[src/rtl/hazard_control_unit.sv]
// Hazard control: forwarding, load-use stall, branch flush, data-memory wait FSM.
// Optional perf counters enabled by defining HAZARD_PERF_CNT_EN.
module hazard_control_unit #(
  parameter int MEM_TIMEOUT = 16,
  parameter int CNT_W       = 16
) (
  input  logic             clk,
  input  logic             rst,
  input  logic [2:0]       Rs1D,
  input  logic [2:0]       Rs2D,
  input  logic [2:0]       Rs1E,
  input  logic [2:0]       Rs2E,
  input  logic [2:0]       RdE,
  input  logic [1:0]       ResultSrcE,
  input  logic             PCSrcE,
  input  logic [2:0]       RdM,
  input  logic [2:0]       RdW,
  input  logic             RegWriteM,
  input  logic             RegWriteW,
  input  logic             MemReqM,
  input  logic             mem_ready,
  output logic             StallF,
  output logic             StallD,
  output logic             StallE,
  output logic             StallM,
  output logic             FlushD,
  output logic             FlushE,
  output logic             FlushW,
  output logic [1:0]       ForwardAE,
  output logic [1:0]       ForwardBE,
  output logic             mem_err,
  output logic [CNT_W-1:0] cnt_lwstall,
  output logic [CNT_W-1:0] cnt_flush,
  output logic [CNT_W-1:0] cnt_memwait
);

  localparam int TW = $clog2(MEM_TIMEOUT + 1);
  localparam logic [TW-1:0] TLAST = TW'(MEM_TIMEOUT - 1);

  typedef enum logic {
    RUN,
    MEM_WAIT
  } state_t;

  state_t        state, state_nx;
  logic [TW-1:0] tcnt, tcnt_nx;
  logic          err_set;
  logic          lwstall;
  logic          enter_wait;
  logic          fam, faw, fbm, fbw;

  assign lwstall = (ResultSrcE == 2'b01) && (RdE != 3'd0)
                && ((RdE == Rs1D) || (RdE == Rs2D));
  assign enter_wait = MemReqM && !mem_ready;

  // M match wins; W terms are masked so the decoders stay one-hot
  assign fam = !rst && RegWriteM && (RdM != 3'd0) && (RdM == Rs1E);
  assign fbm = !rst && RegWriteM && (RdM != 3'd0) && (RdM == Rs2E);
  assign faw = !rst && !fam && RegWriteW && (RdW != 3'd0)
            && (RdW == Rs1E);
  assign fbw = !rst && !fbm && RegWriteW && (RdW != 3'd0)
            && (RdW == Rs2E);

  always_comb begin
    unique case (1'b1)
      fam:     ForwardAE = 2'b10;
      faw:     ForwardAE = 2'b01;
      default: ForwardAE = 2'b00;
    endcase
    unique case (1'b1)
      fbm:     ForwardBE = 2'b10;
      fbw:     ForwardBE = 2'b01;
      default: ForwardBE = 2'b00;
    endcase
  end

  always_comb begin
    state_nx = state;
    tcnt_nx  = '0;
    err_set  = 1'b0;
    StallF   = 1'b0;
    StallD   = 1'b0;
    StallE   = 1'b0;
    StallM   = 1'b0;
    FlushD   = 1'b0;
    FlushE   = 1'b0;
    FlushW   = 1'b0;
    if (rst) begin
      FlushD   = 1'b1;
      FlushE   = 1'b1;
      FlushW   = 1'b1;
      state_nx = RUN;
    end else begin
      unique case (state)
        RUN: begin
          if (enter_wait) begin
            StallF   = 1'b1;
            StallD   = 1'b1;
            StallE   = 1'b1;
            StallM   = 1'b1;
            FlushW   = 1'b1;
            state_nx = MEM_WAIT;
          end else begin
            StallF = lwstall;
            StallD = lwstall;
            FlushD = PCSrcE;
            FlushE = lwstall || PCSrcE;
          end
        end
        MEM_WAIT: begin
          StallF = 1'b1;
          StallD = 1'b1;
          StallE = 1'b1;
          StallM = 1'b1;
          if (mem_ready) begin
            state_nx = RUN;
          end else if (tcnt == TLAST) begin
            FlushW   = 1'b1;
            err_set  = 1'b1;
            state_nx = RUN;
          end else begin
            FlushW  = 1'b1;
            tcnt_nx = tcnt + 1'b1;
          end
        end
      endcase
    end
  end

  always_ff @(posedge clk) begin
    if (rst) begin
      state   <= RUN;
      tcnt    <= '0;
      mem_err <= 1'b0;
    end else begin
      state <= state_nx;
      tcnt  <= tcnt_nx;
      if (err_set) mem_err <= 1'b1;
    end
  end

`ifdef HAZARD_PERF_CNT_EN
  localparam logic [CNT_W-1:0] CMAX = '1;
  logic wait_cyc;

  // a cycle that enters the wait already behaves as a wait cycle
  assign wait_cyc = (state == MEM_WAIT) || enter_wait;

  always_ff @(posedge clk) begin
    if (rst) begin
      cnt_lwstall <= '0;
      cnt_flush   <= '0;
      cnt_memwait <= '0;
    end else begin
      if (!wait_cyc && lwstall && cnt_lwstall != CMAX)
        cnt_lwstall <= cnt_lwstall + 1'b1;
      if (!wait_cyc && PCSrcE && cnt_flush != CMAX)
        cnt_flush <= cnt_flush + 1'b1;
      if (wait_cyc && cnt_memwait != CMAX)
        cnt_memwait <= cnt_memwait + 1'b1;
    end
  end
`else
  assign cnt_lwstall = '0;
  assign cnt_flush   = '0;
  assign cnt_memwait = '0;
`endif

endmodule

[config.mk]
export PLATFORM = sky130hd
export DESIGN_NAME = hazard_control_unit
export DESIGN_NICKNAME = d
export VERILOG_FILES = /design/src/rtl/hazard_control_unit.sv
export SDC_FILE = /design/constraint.sdc
export NUM_CORES = 1
export LEC_CHECK = 0
export BUFFER_PORTS_ARGS = -buffer_cell sky130_fd_sc_hd__clkbuf_2
export CAP_MARGIN = 20
export CORE_MARGIN = 8
export CORE_UTILIZATION = 30
export CTS_CLUSTER_DIAMETER = 30
export DETAILED_ROUTE_END_ITERATION = 8
export GPL_TIMING_DRIVEN = 1
export PLACE_DENSITY = 0.69
export SLEW_MARGIN = 0
export SYNTH_ARGS = -nofsm -noshare
export SYNTH_HDL_FRONTEND = slang
export SYNTH_SLANG_ARGS = --single-unit
[constraint.sdc]
create_clock -name clk -period 1.2 [get_ports clk]
set_input_delay 0.24 -clock clk [delete_from_list [all_inputs] [get_ports clk]]
set_output_delay 0.24 -clock clk [all_outputs]
set_load 0.01 [all_outputs]
Yosys cells after proc, flatten, opt, wreduce, memory -nomap -nowiden
Index checks and enable logic that the tools add are counted.

storage, ports and cells
  logic and storage cells = 62
  bits in latches = 0
  bits in read-only memories = 0
  input port bits = 30
  memories = 0
  bits in registers = 7
  bits in writable memories = 0
  output and inout bits = 60

operators by class
  add/sub/neg operators = 1
  magnitude comparators = 0
  divide/modulo/power cells = 0
  shift operators = 0
  $mul = 0
  multiplexer cells = 24
  bitwise logic cells = 1
  eq/ne operators = 8
  reductions and logical operators = 25

operators by type and width
  cell                   number
  $eq A3 B3 Y1           6
  $mux W1                18
  $logic_and A1 B1 Y1    15
  $reduce_bool A3 Y1     3
  $pmux W1 S2            4
  $pmux W2 S2            2
  $add A5 B1 Y5 const B  1
  $eq A5 B4 Y1 const B   1
  $logic_not A1 Y1       4
  $reduce_or A4 Y1       1
  $eq A2 B1 Y1 const B   1
  $logic_or A1 B1 Y1     2
  $not A1 Y1             1

Logic depth before layout (Yosys ltp)
Gate-level depths: netlist (run 1).

  depth after elaboration = 10
  mapped depth = 6
  depth with buffers taken out = 6

Worst setup path before layout (run 1)
No wires, ideal clock.

  kind = in2out
  start = in RdE[1]
  end = out StallF
  data required time = 0.960 ns
  arrival = 1.100 ns
  setup slack = -0.140 ns
  stages = 5
  cell sequence = xor2_1 > nor3_1 > o21ai_1 > a21oi_1 > buf_4

between the ends
  longest elaborated chain between the ends = 6
  elaborated cells on any way between the ends = 9
  those cells by class = eq/ne (2); mux (3); reduce/logical (4)

ends and longest elaborated chain
  item                                                              line    text
  start: declaration                                                13      input logic [2:0] RdE,
  $eq A3 B3 Y1 / $reduce_bool A3 Y1 (equally long branches)         53, 52
  $logic_or A1 B1 Y1 / $logic_and A1 B1 Y1 (equally long branches)  53, 52
  $logic_and A1 B1 Y1 *                                             53      && ((RdE == Rs1D) || (RdE == Rs2D));
  $mux W1 *                                                         -
  $pmux W1 S2 *                                                     -
  $mux W1 *                                                         -
  end: declaration                                                  22      output logic StallF,

Every way passes the cells marked *; elsewhere a longest branch is shown, timed or not.

Worst setup path after layout (run 1)
  start = reg state
  end = out FlushE

between the ends
  longest elaborated chain between the ends = 2

ends and longest elaborated chain
  item                      line  text
  start: declaration        45    state_t state, state_nx;
  start signal: assignment  136   state <= state_nx;
  $mux W1                   94    unique case (state)
  $mux W1                   88    if (rst) begin
  end: declaration          27    output logic FlushE,

Every way passes these cells.

==> flow_summary.ini, run 1 <==
[routing]
ant_nets = 0
routed_via_density = 3.80
wl_per_cell_um = 12.1
drt_wl_total_um = 2510
drt_first_pass_iters = 4
initialDrtViolationCount = 25
drt_drc_violations_left = 0
via_count = 786

[floorplanning]
ios = 90
die_x_um = 71.9
die_h_um = 71.9
row_count = 20
start_util_pct = 31.2
core_sq_um = 3000
dieArea_sq_um = 5170

[critical_path]
cp_max_fo = 5
r2r_end = tcnt[4]
endpoint_kind = primary output
arrival_ns = 1.09
worst_ep_required_time_ns = 0.96
regToRegStartpoint = tcnt[0]
endpoint = FlushE
crit_path_start_kind = flop
crit_type = reg2out
timing.critical_path.from = state
r2r_slack_ns = -0.01
r2r_cells = 6

[grt]
grt_max_degree = 6
gr-total-overflow = 0
grt_antenna_before_repair = 0
grt_pass1_vias = 865
grt_pass1_wl_um = 3620
track_usage_pct = 8.50

[sta]
finalHoldViolCount = 0
finalClockSkew_ns = 0.00376
finalSetupViolCount = 13
rsz0062_at_grt = yes
tns_ns = -1.07
finalCritPeriodShare_pct = 111
period_minus_slack_ns = 1.33
timing.fmax_ghz = 0.750
final_max_slew_viol_count = 0
fin_ws_ns = -0.134
hold_ws_ns = 0.358

[pwr]
irDropWorstVdd_uv = 228
leakage_nw = 0.668
report.power.total_w = 0.000855
power.density_nw_per_um2 = 612

[cts]
cts_hold_buffers = 0
numCtsBuffers = 3
cts_buffer_depth = 2
htreeDepth = 1
clk-insertion-delay-late_ns = 0.24
clk_pin_slew_worst_paths_ns = 0.05
cts_tree = built
root_buffer = clkbuf_4
cts_sinks = 7

[final_layout]
final_cells = 207
final_net_count = 207
drive_above_1_share_pct = 48.3
syn_to_final_growth_pct = 49.1
num_antenna_cells = 0

[min_path]
hp-class = in2reg

[synthesis]
synth-seq-cells = 7
yosys.cell_types.count = 21
yosysSeqAreaShare_pct = 15.0
synthCells = 118
yosysTopAreaCellShare_pct = 40.1
synthTopCellsByArea = buf_4 (40%), dfxtp_1 (15%), xor2_1 (12%)
ys_warn_count = 0
synth_area_sq_um = 937
syn-mean-instance-area_sq_um = 7.94
synth_largest_area_cell = buf_4

[status]
status = finished, violations left
violations = setup timing

[place]
gp_congestion = 0.814
dpl.hpwl_um = 2120
place.port_buffers = 41
place_inst = 200

[job]
maxCapViolCount = 0
==> metrics by stage <==
stage,worst slack (ns),instance area [sq um],utilization [%]
2_1_floorplan,-0.0441,1150,-
3_3_place_gp,-0.243,1110,36.9
3_5_place_dp,-0.249,1110,36.9
4_1_cts,-0.193,1280,42.7
5_1_grt,-0.231,1400,46.5
6_report,-0.134,1400,46.5
==> worst max-delay path, cell delays in order (launching register included) <==
cell and delay (ns):
dfxtp_4 0.35, a21oi_4 0.16, nor2_4 0.08, a21oi_1 0.12, buf_2 0.15
==> where the power goes <==
part / leakage (nW) / internal [W] / switching (W)
Combinational: 0.595 / 0.000183 / 0.000229
Sequential: 0.0583 / 0.000236 / 0.00000390
Clock: 0.0150 / 0.000126 / 0.0000764
Total: 0.668 / 0.000546 / 0.000309
==> sequential cells by signal, summed over array words and instances, names as in the netlist <==
signal,count
mem_err,1
tcnt,5
state,1
==> logic make-up after synthesis <==
family | share of synthesized area, %
simple gates | 14.0
flops | 15.0
xor+xnor | 18.7
buf+inv | 41.7
compound gates | 7.61
fa+ha+maj | 2.67
other cells | 0.400
==> metal layers <==
metal / part of all wire [%] / track usage, %
met3: 9.5 / 2.75
met5: 0 / 0
met1: 39 / 9.36
met2: 50 / 14.7
met4: 1.1 / 3.40
==> worst min-delay path by stage <==
stage,end,cells past startpoint,startpoint,slack [ns]
3_3_place_gp,mem_err,2,mem_err,0.48
4_1_cts,mem_err,3,rst,0.32
5_1_grt,mem_err,3,rst,0.39
3_5_place_dp,mem_err,2,mem_err,0.49
6_report,mem_err,3,rst,0.36
2_1_floorplan,mem_err,1,rst,0.31
==> synth_stat cells <==
| master | number |
|---|---|
| a21oi_1 | 3 |
| a31oi_1 | 1 |
| and2_1 | 1 |
| and3_1 | 1 |
| buf_4 | 50 |
| clkinv_1 | 1 |
| conb_1 | 1 |
| dfxtp_1 | 7 |
| ha_1 | 2 |
| inv_1 | 3 |
| nand3_1 | 4 |
| nor2_1 | 11 |
| nor3_1 | 5 |
| nor3b_1 | 1 |
| nor4_2 | 2 |
| o21ai_0 | 2 |
| o21ai_1 | 1 |
| o311ai_0 | 1 |
| o311ai_4 | 1 |
| xnor2_1 | 7 |
| xor2_1 | 13 |
==> cell type report <==
cell class | count | area (sq um)
Fill cell | 302 | 1610
Sequential cell | 7 | 146
Multi-Input combinational cell | 104 | 763
Tap cell | 33 | 41.3
Inverter | 4 | 18.8
Clock buffer | 4 | 26.3
Timing Repair Buffer | 55 | 402
==> timing repair <==
action | CTS | global route
gates resized for setup | 25 | 34
setup buffers | 3 | 0
endpoints found under the setup margin | 17 | 18
cloned | 0 | 0
pin swaps | 22 | 13
==> layout by cell type (no fill, tap or decap), types with 3 or more instances in the layout <==
| cell | synthesis | routed |
|---|---|---|
| dfxtp_1 | 7 | 4 |
| xnor2_1 | 7 | 5 |
| clkbuf_2 | 0 | 23 |
| buf_2 | 0 | 8 |
| buf_6 | 0 | 10 |
| nor3_1 | 5 | 3 |
| buf_4 | 50 | 10 |
| inv_1 | 3 | 3 |
| conb_1 | 1 | 48 |
| clkbuf_4 | 0 | 3 |
| nor2_1 | 11 | 8 |
| xor2_4 | 0 | 3 |
| xor2_1 | 13 | 8 |
| nand3_1 | 4 | 3 |
| buf_8 | 0 | 3 |
(Power assumes the default switching activity.)
==> run 2, diff against run 1 <==
Settings changed: BUFFER_PORTS_ARGS -buffer_cell sky130_fd_sc_hd__clkbuf_2 to unset, CORE_MARGIN 8 to 4, DONT_BUFFER_PORTS set to 1, PLACE_DENSITY 0.69 to 0.43.
==> flow_summary.ini, run 2 (synthesis results as in run 1) <==
[status]
status = finished, violations left
violations = setup timing

[grt]
grt_pass1_wl_um = 2620
gr-total-overflow = 0
grt_antenna_before_repair = 0
track_usage_pct = 8.27
grt_pass1_vias = 625
grt_max_degree = 6

[critical_path]
endpoint_kind = primary output
crit_type = reg2out
r2r_slack_ns = 0
critical_path.slowest_cell = dfxtp_2
max_stage_delay_ns = 0.32
critical-path-top-delay-family = flip-flops
cp_max_fo = 2
cpMostUsedCell = a21oi_2
crit_path_start_kind = flop
path_buf_inv = 2
critical_path.cell_chain = a21oi_2 > buf_4 > a21oi_2 > buf_6
worst_ep_required_time_ns = 0.96
arrival_ns = 1.01

[place]
gp_congestion = 0.683
dpl.hpwl_um = 1610
dp_slack_ns = -0.0648
place.port_buffers = 0
place_area_sq_um = 925

[sta]
finalCritPeriodShare_pct = 104
finalClockSkew_ns = 0.00341
period_minus_slack_ns = 1.25
rsz0062_at_grt = yes
hold_ws_ns = 0.0499
fin_ws_ns = -0.0497
timing.fmax_ghz = 0.800
finalSetupViolCount = 5
finalHoldViolCount = 0
final_max_slew_viol_count = 0

[routing]
dr_wl_met2_um = 908
initialDrtViolationCount = 8
drt_drc_violations_left = 0
drt-met1-wl_um = 566
wl_per_cell_um = 10.5
drt_wl_total_um = 1850
routed_via_density = 3.77
wl_met3_um = 320
via_count = 660
ant_nets = 0
drt_first_pass_iters = 4
top_layer_used = met4

[min_path]
hp-class = in2reg

[cts]
cts_buffer_depth = 2
cts_sinks = 7
cts_tree = built
htreeDepth = 1
clk_pin_slew_worst_paths_ns = 0.05
numCtsBuffers = 3
cts_setup_buffers = 0
root_buffer = clkbuf_4
clk-insertion-delay-late_ns = 0.25

[pwr]
leakage_nw = 0.435
irDropWorstVdd_uv = 330
power.density_nw_per_um2 = 675

[final_layout]
regMostFlops = tcnt
top_regs = tcnt: 5 flops, mem_err: 1 flops, state: 1 flops
fin_area_sq_um = 1040
syn_to_final_growth_pct = 10.5
num_antenna_cells = 0
final_cell_mix = conb_1 (48), xor2_1 (13), buf_4 (11)
drive_above_1_share_pct = 30.5
largest_reg_flops = 5
final_net_count = 164
final_common_cell = conb_1

[floorplanning]
dieArea_sq_um = 4080
core_sq_um = 3030
die_x_um = 63.9
row_count = 20
die_h_um = 63.9
start_util_pct = 31.0
ios = 90

[job]
maxCapViolCount = 0
-- run 2: power breakdown --
part	leakage [nW]	switching, W	internal (W)
logic	0.362	0.000157	0.0000880
registers	0.0580	0.00000258	0.000237
clock network	0.0150	0.0000880	0.000127
-- run 2: per-stage QoR --
step           utilization, %  instances  setup TNS (ns)  total power (W)
6_report                 34.2        175          -0.185         0.000699
5_1_grt                  34.2        175          -0.705         0.000747
4_1_cts                  33.4        175          -0.385         0.000699
3_5_place_dp             30.5        171          -0.419         0.000465
3_3_place_gp             30.5        171          -0.325         0.000462
2_1_floorplan               -        165         -0.0441         0.000544
-- run 2: timing repair --
action | 4_1_cts | 5_1_grt
setup endpoints to repair | 16 | 14
pin swaps | 12 | 5
resized for setup | 16 | 8
cloned | 0 | 0
hold buffers | 0 | 0
-- run 2: layer usage --
layer	track usage, %	vias up
met5	0	-
met4	6.47	0
met3	2.99	5
met2	14.3	59
met1	7.82	288
li1	-	308
-- run 2: final timing paths --
check | depth (start not counted) | startpoint | end
min | 1 | rst | mem_err
min reg2reg | 2 | tcnt[0] | tcnt[0]
max | 4 | state | StallF
max reg2reg | 6 | tcnt[1] | tcnt[0]
-- run 2: cell type report --
cell class                 instances  area (sq um)
clock buffer                       4          26.3
fill                             330          1990
tap                               44          55.1
sequential                         7           144
inverter                           4          15.0
timing repair buffer              12          93.8
multi-input combinational        104           702
